$ cat config.mk
export PLATFORM = sky130hd
export DESIGN_NAME = nx_ctrl_arbiter
export DESIGN_NICKNAME = d
export VERILOG_FILES = /design/src/rtl/nx_ctrl_arbiter.sv
export SDC_FILE = /design/constraint.sdc
export NUM_CORES = 1
export LEC_CHECK = 0
export BUFFER_PORTS_ARGS = -buffer_cell sky130_fd_sc_hd__buf_4
export CORE_MARGIN = 3
export CORE_UTILIZATION = 44
export DETAILED_ROUTE_END_ITERATION = 10
export GPL_ROUTABILITY_DRIVEN = 0
export GPL_TIMING_DRIVEN = 0
export PLACE_DENSITY = 0.89
export SLEW_MARGIN = 20
export SYNTH_ARGS = -nofsm -noshare
export SYNTH_HDL_FRONTEND = slang
export SYNTH_SLANG_ARGS = --single-unit
$ cat constraint.sdc
create_clock -name clk_i -period 3.5 [get_ports clk_i]
set_input_delay 0.875 -clock clk_i [delete_from_list [all_inputs] [get_ports clk_i]]
set_output_delay 0.875 -clock clk_i [all_outputs]
set_load 0.01 [all_outputs]
$ cat src/rtl/nx_ctrl_arbiter.sv
// Round-robin arbiter sharing the node store's control-block port between requesters.
// One access is granted per cycle, registered onto the store port, and read data is routed back to its issuer.
module nx_ctrl_arbiter #(
    parameter  int REQUESTERS = 3,
    parameter  int CTRL_WIDTH = 13,
    parameter  int MAX_CTRL   = 512,
    parameter  int RD_LATENCY = 1,
    localparam int ADDR_W     = $clog2(MAX_CTRL),
    localparam int IDX_W      = $clog2(REQUESTERS)
) (
    input  logic                           clk_i,
    input  logic                           rst_i,
    input  logic [REQUESTERS*ADDR_W-1:0]   req_addr_i,
    input  logic [REQUESTERS*CTRL_WIDTH-1:0] req_wr_data_i,
    input  logic [REQUESTERS-1:0]          req_wr_en_i,
    input  logic [REQUESTERS-1:0]          req_rd_en_i,
    output logic [REQUESTERS-1:0]          req_ready_o,
    output logic [REQUESTERS-1:0]          rsp_valid_o,
    output logic [CTRL_WIDTH-1:0]          rsp_data_o,
    output logic [ADDR_W-1:0]              ctrl_addr_o,
    output logic [CTRL_WIDTH-1:0]          ctrl_wr_data_o,
    output logic                           ctrl_wr_en_o,
    output logic                           ctrl_rd_en_o,
    input  logic [CTRL_WIDTH-1:0]          ctrl_rd_data_i
);

    logic [IDX_W-1:0]      last_q, last_d;
    logic [ADDR_W-1:0]     ctrl_addr_q, ctrl_addr_d;
    logic [CTRL_WIDTH-1:0] ctrl_wr_data_q, ctrl_wr_data_d;
    logic                  ctrl_wr_en_q, ctrl_wr_en_d;
    logic                  ctrl_rd_en_q, ctrl_rd_en_d;
    logic [REQUESTERS-1:0] track_q [RD_LATENCY+1];
    logic [REQUESTERS-1:0] track_d [RD_LATENCY+1];

    logic [REQUESTERS-1:0] req_any;
    logic [REQUESTERS-1:0] grant;
    logic [IDX_W-1:0]      grant_idx;
    logic                  grant_vld;
    logic [IDX_W-1:0]      cand_idx [REQUESTERS];

    logic [ADDR_W-1:0]     sel_addr;
    logic [CTRL_WIDTH-1:0] sel_data;
    logic                  sel_wr;
    logic                  sel_rd;

    assign req_any = req_wr_en_i | req_rd_en_i;

    // Candidate gi is the (gi+1)-th index after the last winner, wrapped modulo REQUESTERS.
    generate
        for (genvar gi = 0; gi < REQUESTERS; gi++) begin : g_cand
            logic [IDX_W:0] sum;
            assign sum = {1'b0, last_q} + (IDX_W+1)'(gi + 1);
            assign cand_idx[gi] = (sum >= (IDX_W+1)'(REQUESTERS)) ?
                                  IDX_W'(sum - (IDX_W+1)'(REQUESTERS)) : IDX_W'(sum);
        end
    endgenerate

    always_comb begin
        grant     = '0;
        grant_idx = last_q;
        grant_vld = 1'b0;
        for (int k = 0; k < REQUESTERS; k++) begin
            if (!grant_vld && req_any[cand_idx[k]]) begin
                grant_vld = 1'b1;
                grant_idx = cand_idx[k];
            end
        end
        if (rst_i) begin
            grant_vld = 1'b0;
        end
        if (grant_vld) begin
            grant[grant_idx] = 1'b1;
        end
    end

    assign req_ready_o = grant;

    always_comb begin
        sel_addr = '0;
        sel_data = '0;
        sel_wr   = 1'b0;
        sel_rd   = 1'b0;
        for (int i = 0; i < REQUESTERS; i++) begin
            if (grant[i]) begin
                sel_addr = req_addr_i[i*ADDR_W +: ADDR_W];
                sel_data = req_wr_data_i[i*CTRL_WIDTH +: CTRL_WIDTH];
                sel_wr   = req_wr_en_i[i];
                sel_rd   = req_rd_en_i[i];
            end
        end
    end

    // A write wins over a simultaneous read from the same requester; the read is dropped.
    always_comb begin
        last_d         = grant_vld ? grant_idx : last_q;
        ctrl_wr_en_d   = sel_wr;
        ctrl_rd_en_d   = sel_rd & ~sel_wr;
        ctrl_addr_d    = sel_addr;
        ctrl_wr_data_d = sel_wr ? sel_data : '0;
        track_d[0]     = ctrl_rd_en_d ? grant : '0;
    end

    generate
        for (genvar gi = 1; gi <= RD_LATENCY; gi++) begin : g_track
            assign track_d[gi] = track_q[gi-1];
        end
    endgenerate

    always_ff @(posedge clk_i) begin
        if (rst_i) begin
            last_q         <= IDX_W'(REQUESTERS - 1);
            ctrl_addr_q    <= '0;
            ctrl_wr_data_q <= '0;
            ctrl_wr_en_q   <= 1'b0;
            ctrl_rd_en_q   <= 1'b0;
            for (int s = 0; s <= RD_LATENCY; s++) begin
                track_q[s] <= '0;
            end
        end else begin
            last_q         <= last_d;
            ctrl_addr_q    <= ctrl_addr_d;
            ctrl_wr_data_q <= ctrl_wr_data_d;
            ctrl_wr_en_q   <= ctrl_wr_en_d;
            ctrl_rd_en_q   <= ctrl_rd_en_d;
            for (int s = 0; s <= RD_LATENCY; s++) begin
                track_q[s] <= track_d[s];
            end
        end
    end

    assign ctrl_addr_o    = ctrl_addr_q;
    assign ctrl_wr_data_o = ctrl_wr_data_q;
    assign ctrl_wr_en_o   = ctrl_wr_en_q;
    assign ctrl_rd_en_o   = ctrl_rd_en_q;

    // Stage 0 lines up with ctrl_rd_en_o, so stage RD_LATENCY lines up with valid store data.
    assign rsp_valid_o = track_q[RD_LATENCY];
    assign rsp_data_o  = (|track_q[RD_LATENCY]) ? ctrl_rd_data_i : '0;

endmodule

==> impl_results.md, run 1 <==
- Outcome: finished, final reports clean
- Net count of the finished layout: 502
- Width of the die: 77.9 µm
- Hold Violations, Final: 0
- Path type of the worst min-delay path: reg2reg
- Number of non-filler instances in the completed layout: 480
- Dpl hpwl: 5900 µm
- Height of the chip: 77.9 µm
- Switching pwr: 1430 µW
- Maximum clock path buffer count: 2
- Initial antenna violation count: 0
- Total CTS buffers: 5
- Transition time of the tightest slew-check pin: 0.959 ns
- Summed instance area of the synthesized netlist: 2270 µm²
- Fraction of registers with async set or reset after synthesis: 0%
- Maximum number of pins on one net before global-route repair: 11
- Critical path data required time: 2.62 ns
- Post-DP Area: 3320 µm²
- Later-pin clock latency in the skew report: 0.28 ns
- Number of hold-repair buffers added at the cts stage: 0
- Hold_sp: track_q[0][2]$_SDFF_PP0_
- Final instance area: 3580 µm²
- Number of levels in the clock H-tree: 2
- Area growth, synth to finish: 57.6%
- Floorplan Core Area: 4850 µm²
- Min-Delay Path Depth: 1
- Type of the setup path with the least slack: reg2out
- Routed Wire Length: 7840 µm
- Root buffer cell: sky130_fd_sc_hd__clkbuf_8
- Total via count in the routed design: 2,648
- Die outline area: 6060 µm²
- Total setup violations reported at the end of the flow: 0
- Fraction of layout cells with a size suffix above 1: 49.6%
- I/O Pins: 130
- Maximum operating frequency: 294 MHz
- Initial standard-cell utilization of the core: 46.9%
- TritonCTS clock tree: done
- Most common library cells after synthesis: sky130_fd_sc_hd__dfxtp_1, sky130_fd_sc_hd__inv_1, sky130_fd_sc_hd__nor2_1
- Maximum Capacitance Violations: 0
- TritonCTS Sinks: 32
- Biggest area contributors in the synthesized netlist: sky130_fd_sc_hd__dfxtp_1, sky130_fd_sc_hd__a221oi_2, sky130_fd_sc_hd__inv_1
- Post-synth net total: 354
- Critical path launch point type: flip-flop
- Skew final: 0.00695 ns
- Yosys top cell area share: 28.2%
- Cell row count: 25
- Number of flops mapped to enable cells by yosys: 0
- Vias in the first global route: 2,498
- Total of flip-flops plus latches after synthesis: 32
- Warnings, synthesis: 0
- Capturing element type of the critical path: output pin
- Top flip-flop cell by instance count after synthesis: sky130_fd_sc_hd__dfxtp_1
- Number of distinct library cells after synthesis: 51
- Final Max Tran Viols: 0
- Number of placed instances with taps included: 460
- Wire length per cell: 16.3 µm
- Peak VDD IR: 694 µV
- Number of diodes: 0
- Share of the yosys chip area belonging to registers: 28.2%
- Maximum fanout along the worst path: 10
- Worst r2r dst: ctrl_wr_data_o[4]$_SDFF_PP0_
- Worst Slack Setup Final: 0.0939 ns
- Count of input and output buffers: 129
- Post-Route Setup TNS: 0 ns
- Register clock-pin slew on the reported worst setup and hold paths: 0.07 ns
- Final ANT Viol Nets: 0
- Wire length of the first global-routing pass: 11,900 µm
- Iter 0 DRT Violations: 203
- Number of cell instances on the worst register-to-register path: 10
- Total global routing track utilization: 24.2%
- Register-to-register setup slack: 0.62 ns
- Switching share of power: 46.6%
- Beginning of the critical path: last_q[0]$_SDFFE_PP0P_
- Static leakage power: 0.00164 µW
- Overall power of the completed layout: 3070 µW
- Power density cells: 859 nW/µm²
- Post-route minimum period: 3.41 ns
- Period utilisation layout: 97.3%
- Number of standard cells after synthesis: 264
- Post-route DRC violation count: 0
- Number of vias per cell: 5.52
- Number of search-and-repair iterations in the first detailed-routing pass: 5
- Total congestion overflow: 0
- Worst-case setup slack after placement: -0.0199 ns
- Hold-critical path endpoint: track_q[0][5]$_SDFF_PP0_
- Slew margin rel.: 35.8%
- Largest area contributor in the netlist: sky130_fd_sc_hd__dfxtp_1
- Part of the power in registers: 17.4%
- Portion of total power attributed to the clock network: 9.6%
- R2r startpoint: last_q[1]$_SDFFE_PP1P_
- Data arrival time of the critical path: 2.53 ns
- Post-Synthesis Mean Instance Area: 8.61 µm²
- Share of total power in combinational logic: 73.0%
- Internal power: 1640 µW
==> layout by cell type, fill, tap and decap left out, types with 4 or more instances in the layout <==
cell type,Yosys,routed
sky130_fd_sc_hd__buf_2,9,8
sky130_fd_sc_hd__a221oi_1,4,4
sky130_fd_sc_hd__inv_1,32,31
sky130_fd_sc_hd__o211ai_1,16,16
sky130_fd_sc_hd__buf_6,5,5
sky130_fd_sc_hd__nand2_1,6,6
sky130_fd_sc_hd__o31ai_1,13,13
sky130_fd_sc_hd__nor2b_1,19,17
sky130_fd_sc_hd__dfxtp_1,32,31
sky130_fd_sc_hd__nor3b_1,13,13
sky130_fd_sc_hd__a21oi_1,15,14
sky130_fd_sc_hd__buf_4,1,142
sky130_fd_sc_hd__clkbuf_1,5,5
sky130_fd_sc_hd__nor2_1,25,25
sky130_fd_sc_hd__clkbuf_8,0,6
sky130_fd_sc_hd__a221oi_2,18,18
==> state kept, by name, indices dropped and copies added, names as in the netlist <==
name,cells
ctrl_wr_en_o,1
ctrl_rd_en_o,1
last_q,2
ctrl_addr_o,9
ctrl_wr_data_o,13
track_q,6
==> worst max-delay path, cell delays in order, from the launching register on <==
cell	delay [ns]
sky130_fd_sc_hd__dfxtp_4	0.39
sky130_fd_sc_hd__inv_2	0.10
sky130_fd_sc_hd__ha_1	0.15
sky130_fd_sc_hd__buf_4	0.17
sky130_fd_sc_hd__or3b_1	0.38
sky130_fd_sc_hd__a221o_1	0.32
sky130_fd_sc_hd__buf_6	0.15
sky130_fd_sc_hd__nor4b_4	0.14
sky130_fd_sc_hd__o21ai_4	0.08
sky130_fd_sc_hd__inv_4	0.07
sky130_fd_sc_hd__buf_8	0.15
sky130_fd_sc_hd__buf_4	0.15
==> worst max-delay path by stage <==
| stage | endpoint | slack, ns | cells past startpoint |
|---|---|---|---|
| 6_report | req_ready_o[2] | 0.09 | 11 |
| 5_1_grt | req_ready_o[2] | -0.007 | 11 |
| 4_1_cts | req_ready_o[2] | 0.0001 | 10 |
| 3_5_place_dp | req_ready_o[1] | -0.02 | 7 |
| 3_3_place_gp | req_ready_o[0] | -0.01 | 7 |
| 2_1_floorplan | req_ready_o[0] | 0.39 | 5 |
==> layout make-up <==
| type | count | area [µm²] |
|---|---|---|
| Sequential cell | 32 | 644 |
| Fill cell | 365 | 1270 |
| Inverter | 33 | 126 |
| Buffer | 20 | 138 |
| Tap cell | 67 | 83.8 |
| Multi-Input combinational cell | 179 | 1440 |
| Clock inverter | 2 | 10.0 |
| Clock buffer | 6 | 82.6 |
| Timing Repair Buffer | 141 | 1060 |
==> power groups by stage <==
stage	combinational (µW)	sequential, µW	clock, µW
2_1_floorplan	1360	568	0
6_report	2240	535	296
3_3_place_gp	1920	530	0
5_1_grt	2420	542	309
4_1_cts	2040	529	298
3_5_place_dp	1970	532	0
==> cell families after synthesis <==
kind of cell / count (synthesis) / share of synthesized area (%)
AOI/OAI and AO/OA: 94 / 37.7
adders and majority gates: 3 / 1.65
buffers and inverters: 53 / 11.1
DFF: 32 / 28.2
and+or+nand+nor: 82 / 21.4
==> layer usage <==
layer	vias up	GRT usage (%)	share of wire [%]
li1	1267	-	-
met1	1211	27.6	36
met2	146	44.3	53
met3	24	4.52	8.8
met4	0	8.54	2.1
met5	-	0	0
==> metrics by stage <==
stage	utilization [%]	hold WS (ns)
6_report	73.9	0.433
5_1_grt	73.9	0.457
4_1_cts	71.7	0.437
3_5_place_dp	68.6	0.422
3_3_place_gp	68.6	0.425
2_1_floorplan	-	0.414
==> timing repair <==
item                                   CTS  global route
pin swaps                                5             4
setup endpoints to repair                3             3
buffers inserted                         4             8
endpoints found under the hold margin    0             0
resized for setup                        5            12
No activity file was read; power rests on OpenSTA's default activity.
==> run 2: changes to the inputs <==
--- a/config.mk
+++ b/config.mk
@@ -5,13 +5,14 @@
 export SDC_FILE = /design/constraint.sdc
 export NUM_CORES = 1
 export LEC_CHECK = 0
+export ABC_AREA = 1
 export BUFFER_PORTS_ARGS = -buffer_cell sky130_fd_sc_hd__buf_4
 export CORE_MARGIN = 3
-export CORE_UTILIZATION = 44
+export CORE_UTILIZATION = 30
 export DETAILED_ROUTE_END_ITERATION = 10
 export GPL_ROUTABILITY_DRIVEN = 0
 export GPL_TIMING_DRIVEN = 0
-export PLACE_DENSITY = 0.89
+export PLACE_DENSITY = 0.71
 export SLEW_MARGIN = 20
 export SYNTH_ARGS = -nofsm -noshare
 export SYNTH_HDL_FRONTEND = slang
==> run 2 against run 1 <==
Routed wire length fell by 28%. Cell area shrank 16%. Clock power rose by 15%. Die area up 17%. Power decreased by 8.6%. Utilization shrank 21 points. Clock-buffer cell count unchanged. Non-clock buffer count down 24. Area after synthesis decreased by 19%. Global-route usage shrank 8.7 points.
==> impl_results.md, run 2 <==
- Register clock-pin slew on the reported worst setup and hold paths: 0.06 ns (about the same)
- Wire length per cell: 12.0 µm (-27%)
- Fraction of layout cells with a size suffix above 1: 43.2% (-6.5 points)
- Maximum fanout along the worst path: 10 (unchanged)
- Skew final: 0.00484 ns (-0.00211 ns)
- Total via count in the routed design: 2,117 (-20%)
- Setup repair after global routing missed its margin: false
- Capturing element type of the critical path: output pin
- Internal power: 1480 µW (-9.5%)
- Commonest cells after routing, fill and taps aside: sky130_fd_sc_hd__buf_4, sky130_fd_sc_hd__nand2_1, sky130_fd_sc_hd__nand3_1
- Hold Violations, Final: 0 (unchanged)
- Later-pin clock latency in the skew report: 0.28 ns (about the same)
- Worst-case setup slack after placement: 0.0897 ns (+0.110 ns)
- Dpl hpwl: 4640 µm (-21%)
- Number of hold-repair buffers added at the cts stage: 0 (unchanged)
- Cell row count: 27 (+8.0%)
- Master of the slowest instance on the critical path: sky130_fd_sc_hd__nand4_1
- Number of fillers in the final layout: 581 (+59%)
- Share of the yosys chip area belonging to registers: 34.8% (+6.6 points)
- Top flip-flop cell by instance count after synthesis: sky130_fd_sc_hd__dfxtp_1
- Number of vias per cell: 4.46 (-19%)
- Warnings, synthesis: 0 (unchanged)
- Final Max Tran Viols: 0 (unchanged)
- Cell chain of the critical path: buf_4 > nor2_1 > nand2_1 > nand2_1 > nand2_1 > nand2_1 > nand4_1 > nand3_4 > buf_12 > inv_4 > buf_4 > buf_4
- Root buffer cell: sky130_fd_sc_hd__clkbuf_8
- I/O Pins: 130 (unchanged)
- Summed instance area of the synthesized netlist: 1840 µm² (-19%)
- Most frequent cell after synthesis: sky130_fd_sc_hd__nand2_1
- Path type of the worst min-delay path: reg2reg
- Net count of the finished layout: 492 (-2.0%)
- Category of cells accounting for the largest share of critical-path delay: simple AND/OR/NAND/NOR gates
- Peak VDD IR: 451 µV (-35%)
- Most used cell, CP: sky130_fd_sc_hd__nand2_1
- Total of flip-flops plus latches after synthesis: 32 (unchanged)
- Number of distinct library cells after synthesis: 26 (-49%)
- Fraction of registers with async set or reset after synthesis: 0% (unchanged)
- Power density cells: 931 nW/µm² (+8.4%)
- Period utilisation layout: 94.8% (-2.6 points)
- Total congestion overflow: 0 (unchanged)
- Biggest area contributors in the synthesized netlist: sky130_fd_sc_hd__dfxtp_1, sky130_fd_sc_hd__nand2_1, sky130_fd_sc_hd__nand3_1
- Post-Synthesis Mean Instance Area: 6.90 µm² (-20%)
- Part of the power in registers: 18.7% (+1.3 points)
- Iter 0 DRT Violations: 37 (-82%)
- Wire length of the first global-routing pass: 9130 µm (-23%)
- Vias in the first global route: 1,998 (-20%)
- Type of the setup path with the least slack: in2out
- Switching share of power: 47.2% (+0.54 points)
- Routed Wire Length: 5690 µm (-28%)
- Number of search-and-repair iterations in the first detailed-routing pass: 4 (-1)
- Outcome: finished, final reports clean
- Critical path data required time: 2.62 ns (about the same)
- Number of flip-flops under the largest register name: 13 (unchanged)
- Number of diodes: 0 (unchanged)
- Number of levels in the clock H-tree: 2 (unchanged)
- Area growth, synth to finish: 64.0%
- Maximum clock path buffer count: 2 (unchanged)
- Post-Route Setup TNS: 0 ns (unchanged)
- Switching pwr: 1330 µW (-7.5%)
- Maximum number of pins on one net before global-route repair: 11 (unchanged)
- Static leakage power: 0.00163 µW (-0.35%)
- Yosys top cell area share: 34.8% (+6.6 points)
- Slew margin rel.: 72.2% (+36 points)
- Most common library cells after synthesis: sky130_fd_sc_hd__nand2_1, sky130_fd_sc_hd__nand3_1, sky130_fd_sc_hd__dfxtp_1
- TritonCTS Sinks: 32 (unchanged)
- Height of the chip: 84.4 µm (+8.3%)
- Post-synth net total: 357 (+0.85%)
- Post-route DRC violation count: 0 (unchanged)
- Initial antenna violation count: 0 (unchanged)
- Largest area contributor in the netlist: sky130_fd_sc_hd__dfxtp_1
- Total setup violations reported at the end of the flow: 0 (unchanged)
- Portion of total power attributed to the clock network: 12.1% (+2.5 points)
- Number of flops mapped to enable cells by yosys: 0 (unchanged)
- Critical path launch point type: input pin
- CP Buf/Inv Count: 5 (-1)
- TritonCTS clock tree: done
- Worst Slack Setup Final: 0.183 ns (+0.0895 ns)
- Die outline area: 7120 µm² (+17%)
- Initial standard-cell utilization of the core: 32.3% (-15 points)
- Post-route minimum period: 3.32 ns (-0.0895 ns)
- Maximum Capacitance Violations: 0 (unchanged)
- Floorplan Core Area: 5710 µm² (+18%)
- Share of total power in combinational logic: 69.1% (-3.9 points)
- Maximum operating frequency: 302 MHz (+2.7%)
- Transition time of the tightest slew-check pin: 0.417 ns (-0.542 ns)
- Final ANT Viol Nets: 0 (unchanged)
- Number of standard cells after synthesis: 267 (+1.1%)
- Slowest cell delay on critical path: 0.22 ns (-0.17 ns)
- Total global routing track utilization: 15.5% (-8.7 points)
- Fin util: 52.9% (-21 points)
- Width of the die: 84.4 µm (+8.3%)
- Data arrival time of the critical path: 2.44 ns (-0.09 ns)
- Total CTS buffers: 5 (unchanged)
- Most frequent standard cell in the layout excluding fill and tap cells: sky130_fd_sc_hd__buf_4
- Count of input and output buffers: 129 (unchanged)
run 2: final timing paths:
path	slack, ns	start	to	depth (start not counted)
setup / recovery	0.18	req_rd_en_i[1]	req_ready_o[2]	12
hold / removal	0.40	track_q[0][2]$_SDFF_PP0_	track_q[0][5]$_SDFF_PP0_	2
setup reg to reg	1.11	last_q[0]$_SDFFE_PP0P_	ctrl_wr_data_o[7]$_SDFF_PP0_	17
hold reg to reg	0.40	track_q[0][2]$_SDFF_PP0_	track_q[0][5]$_SDFF_PP0_	2
run 2: timing repair:
action | 4_1_cts | 5_1_grt
pin swaps | 0 | 1
endpoints found under the hold margin | 0 | 0
resized for setup | 1 | 4
setup endpoints to repair | 1 | 3
buffers inserted | 0 | 0
run 2: metal layers:
metal | part of all wire, % | vias to the layer above | GRT usage (%)
met5 | 0 | - | 0
met4 | 0.55 | 0 | 2.59
met3 | 11 | 6 | 5.40
met2 | 50 | 94 | 28.8
met1 | 38 | 915 | 17.2
li1 | - | 1102 | -
run 2: per-stage QoR:
| step | power [µW] | cell area [µm²] | std cells | hold slack, ns |
|---|---|---|---|---|
| floorplan | 1910 | 1840 | 267 | 0.388 |
| global placement | 2440 | 2900 | 468 | 0.392 |
| detailed placement | 2480 | 2900 | 468 | 0.393 |
| CTS | 2840 | 3010 | 476 | 0.403 |
| global route | 3080 | 3020 | 475 | 0.420 |
| finish | 2810 | 3020 | 475 | 0.401 |
run 2: worst reg2reg max path: cells and delay by family, from the launching register on:
family                     cells  cell delay [ns]
and+or+nand+nor               11             0.86
buffers and inverters          4             0.60
DFF                            1             0.37
adders and majority gates      1             0.33
AOI/OAI and AO/OA              1             0.14
run 2: layout make-up:
class / count / area (µm²) / share of cell area (%)
Multi-Input combinational cell: 192 / 991 / 32.8
Timing Repair Buffer: 129 / 968 / 32.1
Sequential cell: 32 / 642 / 21.3
Inverter: 34 / 136 / 4.52
Tap cell: 72 / 90.1 / 2.98
Buffer: 8 / 85.1 / 2.82
Clock buffer: 6 / 72.6 / 2.40
Clock inverter: 2 / 35.0 / 1.16
run 2: logic make-up (layout without fill, tap and decap cells):
family | Yosys count | count (layout) | share of synthesized area (%)
flops | 32 | 32 | 34.8
simple gates | 172 | 172 | 46.3
buf+inv | 43 | 179 | 12.1
fa+ha+maj | 3 | 3 | 2.04
compound gates | 17 | 17 | 4.76
run 2: power groups by stage:
stage | Sequential, µW | Combinational, µW | Clock, µW
after floorplan | 571 | 1340 | 0
after global placement | 530 | 1910 | 0
after detailed placement | 534 | 1950 | 0
after CTS | 526 | 1950 | 356
after global routing | 540 | 2170 | 374
final | 526 | 1940 | 341
==> run 3: changes to the inputs <==
--- a/config.mk
+++ b/config.mk
@@ -7,6 +7,7 @@
 export LEC_CHECK = 0
 export ABC_AREA = 1
 export BUFFER_PORTS_ARGS = -buffer_cell sky130_fd_sc_hd__buf_4
+export CORE_ASPECT_RATIO = 1.5
 export CORE_MARGIN = 3
 export CORE_UTILIZATION = 30
 export DETAILED_ROUTE_END_ITERATION = 10
==> run 3 against run 2 <==
Register-to-register slack improved by 0.02 ns. Largest power group unchanged. Clock skew decreased by 0.0018 ns. Power increased by 1.4%. Global-route usage decreased by 0.087 points. First-iteration DRC count increased to 2.9 times the previous value. Critical path depth unchanged. Die area increased by 0.27%. Hold slack improved by 0.0048 ns. Sequential share of layout area decreased by 0.13 points. Maximum frequency decreased by 1.3%. Clock power increased by 11%. Clock-buffer cell count increased by 1.
==> impl_results.md, run 3 (synthesized netlist as in run 2, its figures left out) <==
- Register clock-pin slew on the reported worst setup and hold paths: 0.06 ns (about the same)
- Total CTS buffers: 5 (unchanged)
- Maximum Capacitance Violations: 0 (unchanged)
- Maximum fanout along the worst path: 10 (unchanged)
- Width of the die: 70.0 µm (-17%)
- Total global routing track utilization: 15.4% (-0.087 points)
- Dpl hpwl: 4670 µm (+0.84%)
- Power density cells: 938 nW/µm² (+0.78%)
- Number of search-and-repair iterations in the first detailed-routing pass: 4 (unchanged)
- Total congestion overflow: 0 (unchanged)
- Hold Violations, Final: 0 (unchanged)
- Setup repair after global routing missed its margin: false
- Wire length per cell: 12.1 µm (+0.75%)
- R2r startpoint: last_q[0]$_SDFFE_PP0P_
- Number of placed instances with taps included: 468 (unchanged)
- Total setup violations reported at the end of the flow: 0 (unchanged)
- Initial antenna violation count: 0 (unchanged)
- Number of non-filler instances in the completed layout: 477 (+0.42%)
- Worst-case setup slack after placement: 0.109 ns (+0.0192 ns)
- Vias in the first global route: 1,933 (-3.3%)
- Worst r2r dst: ctrl_wr_data_o[8]$_SDFF_PP0_
- Post-route minimum period: 3.36 ns (+0.0420 ns)
- Initial standard-cell utilization of the core: 31.4% (-0.89 points)
- Critical path launch point type: input pin
- Period utilisation layout: 96.0% (+1.2 points)
- Critical path data required time: 2.62 ns (about the same)
- Number of diodes: 0 (unchanged)
- Worst Slack Setup Final: 0.141 ns (-0.0420 ns)
- Maximum operating frequency: 298 MHz (-1.3%)
- Area growth, synth to finish: 65.0%
- Height of the chip: 102 µm (+21%)
- Slew margin rel.: 67.1% (-5.1 points)
- Min-Delay Path Depth: 2 (unchanged)
- Floorplan Core Area: 5870 µm² (+2.8%)
- Number of cell instances on the worst register-to-register path: 12 (-5)
- Cell row count: 34 (+26%)
- Number of flip-flops under the largest register name: 13 (unchanged)
- Wire length of the first global-routing pass: 8870 µm (-2.9%)
- Post-Route Setup TNS: 0 ns (unchanged)
- Root buffer cell: sky130_fd_sc_hd__clkbuf_8
- Register-to-register setup slack: 1.13 ns (+0.02 ns)
- Register area: 642 µm² (unchanged)
- Most frequent standard cell in the layout excluding fill and tap cells: sky130_fd_sc_hd__buf_4
- Total area of multi-input combinational cells: 981 µm² (-1.0%)
- Routed Wire Length: 5750 µm (+1.2%)
- Number of fillers in the final layout: 580 (-0.17%)
- Skew final: 0.00303 ns (-0.00181 ns)
- Type of the setup path with the least slack: in2out
- Worst hold slack: 0.406 ns (+0.00482 ns)
- Capturing element type of the critical path: output pin
- I/O Pins: 130 (unchanged)
- Later-pin clock latency in the skew report: 0.28 ns (about the same)
- Path type of the worst min-delay path: reg2reg
- Count of input and output buffers: 129 (unchanged)
- Data arrival time of the critical path: 2.48 ns (+0.04 ns)
- Iter 0 DRT Violations: 109 (+190%)
- Maximum clock path buffer count: 2 (unchanged)
- Final Max Tran Viols: 0 (unchanged)
- Static leakage power: 0.00165 µW (+1.1%)
- TritonCTS clock tree: done
- TritonCTS Sinks: 32 (unchanged)
- Hold-critical path endpoint: track_q[0][4]$_SDFF_PP0_
- Number of levels in the clock H-tree: 2 (unchanged)
- Fraction of layout cells with a size suffix above 1: 43.7% (+0.53 points)
- Commonest cells after routing, fill and taps aside: sky130_fd_sc_hd__buf_4, sky130_fd_sc_hd__nand2_1, sky130_fd_sc_hd__nand3_1
- Post-route DRC violation count: 0 (unchanged)
- Net count of the finished layout: 494 (+0.41%)
- Maximum number of pins on one net before global-route repair: 11 (unchanged)
- Peak VDD IR: 440 µV (-2.5%)
- Die outline area: 7140 µm² (+0.27%)
- Hold_sp: track_q[0][1]$_SDFF_PP0_
- Transition time of the tightest slew-check pin: 0.489 ns (+0.0722 ns)
- Outcome: finished, final reports clean
- Final instance area: 3040 µm² (+0.62%)
- Final ANT Viol Nets: 0 (unchanged)
- Post-DP Area: 2900 µm² (unchanged)
- Total via count in the routed design: 2,092 (-1.2%)
- Number of vias per cell: 4.39 (-1.6%)
-- run 3: changes by cell type in the layout (fill, tap and decap cells not counted), sizes merged --
cell,before,now
buf,135,137
clkbuf,8,9
clkinv,2,1
-- run 3: layout make-up --
type | count | area share (%)
multi-input combinational | 192 | 32.3
clock buffer | 7 | 3.17
tap | 72 | 2.96
clock inverter | 1 | 0.988
buffer | 9 | 2.96
sequential | 32 | 21.1
inverter | 34 | 4.41
timing repair buffer | 130 | 32.1
-- run 3: where the power goes --
part | switching, µW | total, µW | internal (µW)
Sequential | 37.7 | 526 | 488
Combinational | 1160 | 1940 | 789
Clock | 128 | 379 | 251
Total | 1320 | 2850 | 1530
-- run 3: worst max-delay path, stage by stage --
cell and delay (ns):
sky130_fd_sc_hd__buf_4 0.12, sky130_fd_sc_hd__nor2_1 0.23, sky130_fd_sc_hd__nand2_1 0.11, sky130_fd_sc_hd__nand2_1 0.09, sky130_fd_sc_hd__nand2_1 0.05, sky130_fd_sc_hd__nand2_1 0.13
sky130_fd_sc_hd__nand4_1 0.22, sky130_fd_sc_hd__nand3_4 0.15, sky130_fd_sc_hd__buf_12 0.14, sky130_fd_sc_hd__inv_4 0.04, sky130_fd_sc_hd__buf_4 0.16, sky130_fd_sc_hd__buf_4 0.15
-- run 3: worst max path at each step --
| stage | endpoint | slack, ns | startpoint |
|---|---|---|---|
| finish | req_ready_o[2] | 0.14 | req_rd_en_i[1] |
| CTS | req_ready_o[2] | 0.05 | last_q[0]$_SDFFE_PP0P_ |
| global placement | req_ready_o[0] | 0.13 | req_rd_en_i[1] |
| global route | req_ready_o[1] | 0.03 | last_q[0]$_SDFFE_PP0P_ |
| detailed placement | req_ready_o[0] | 0.11 | req_rd_en_i[1] |
| floorplan | req_ready_o[2] | 0.63 | req_rd_en_i[1] |
-- run 3: per-stage QoR --
stage                     util [%]  power (µW)
after floorplan                  -        1910
after global placement        49.4        2430
after detailed placement      49.4        2470
after CTS                     51.6        2870
after global routing          51.8        3110
final                         51.8        2850
-- run 3: what timing repair did --
item	in CTS	in global routing
gates cloned	0	0
resized for setup	1	2
pin swaps	0	1
hold buffers	0	0
endpoints found under the setup margin	1	3
buffers inserted	0	1
-- run 3: metal layers --
layer / global-route usage [%] / share of wire, % / up-vias
met5: 0 / 0 / -
met4: 7.08 / 3.1 / 0
met3: 3.15 / 6.0 / 13
met2: 27.7 / 53 / 77
met1: 17.3 / 38 / 907
li1: - / - / 1095
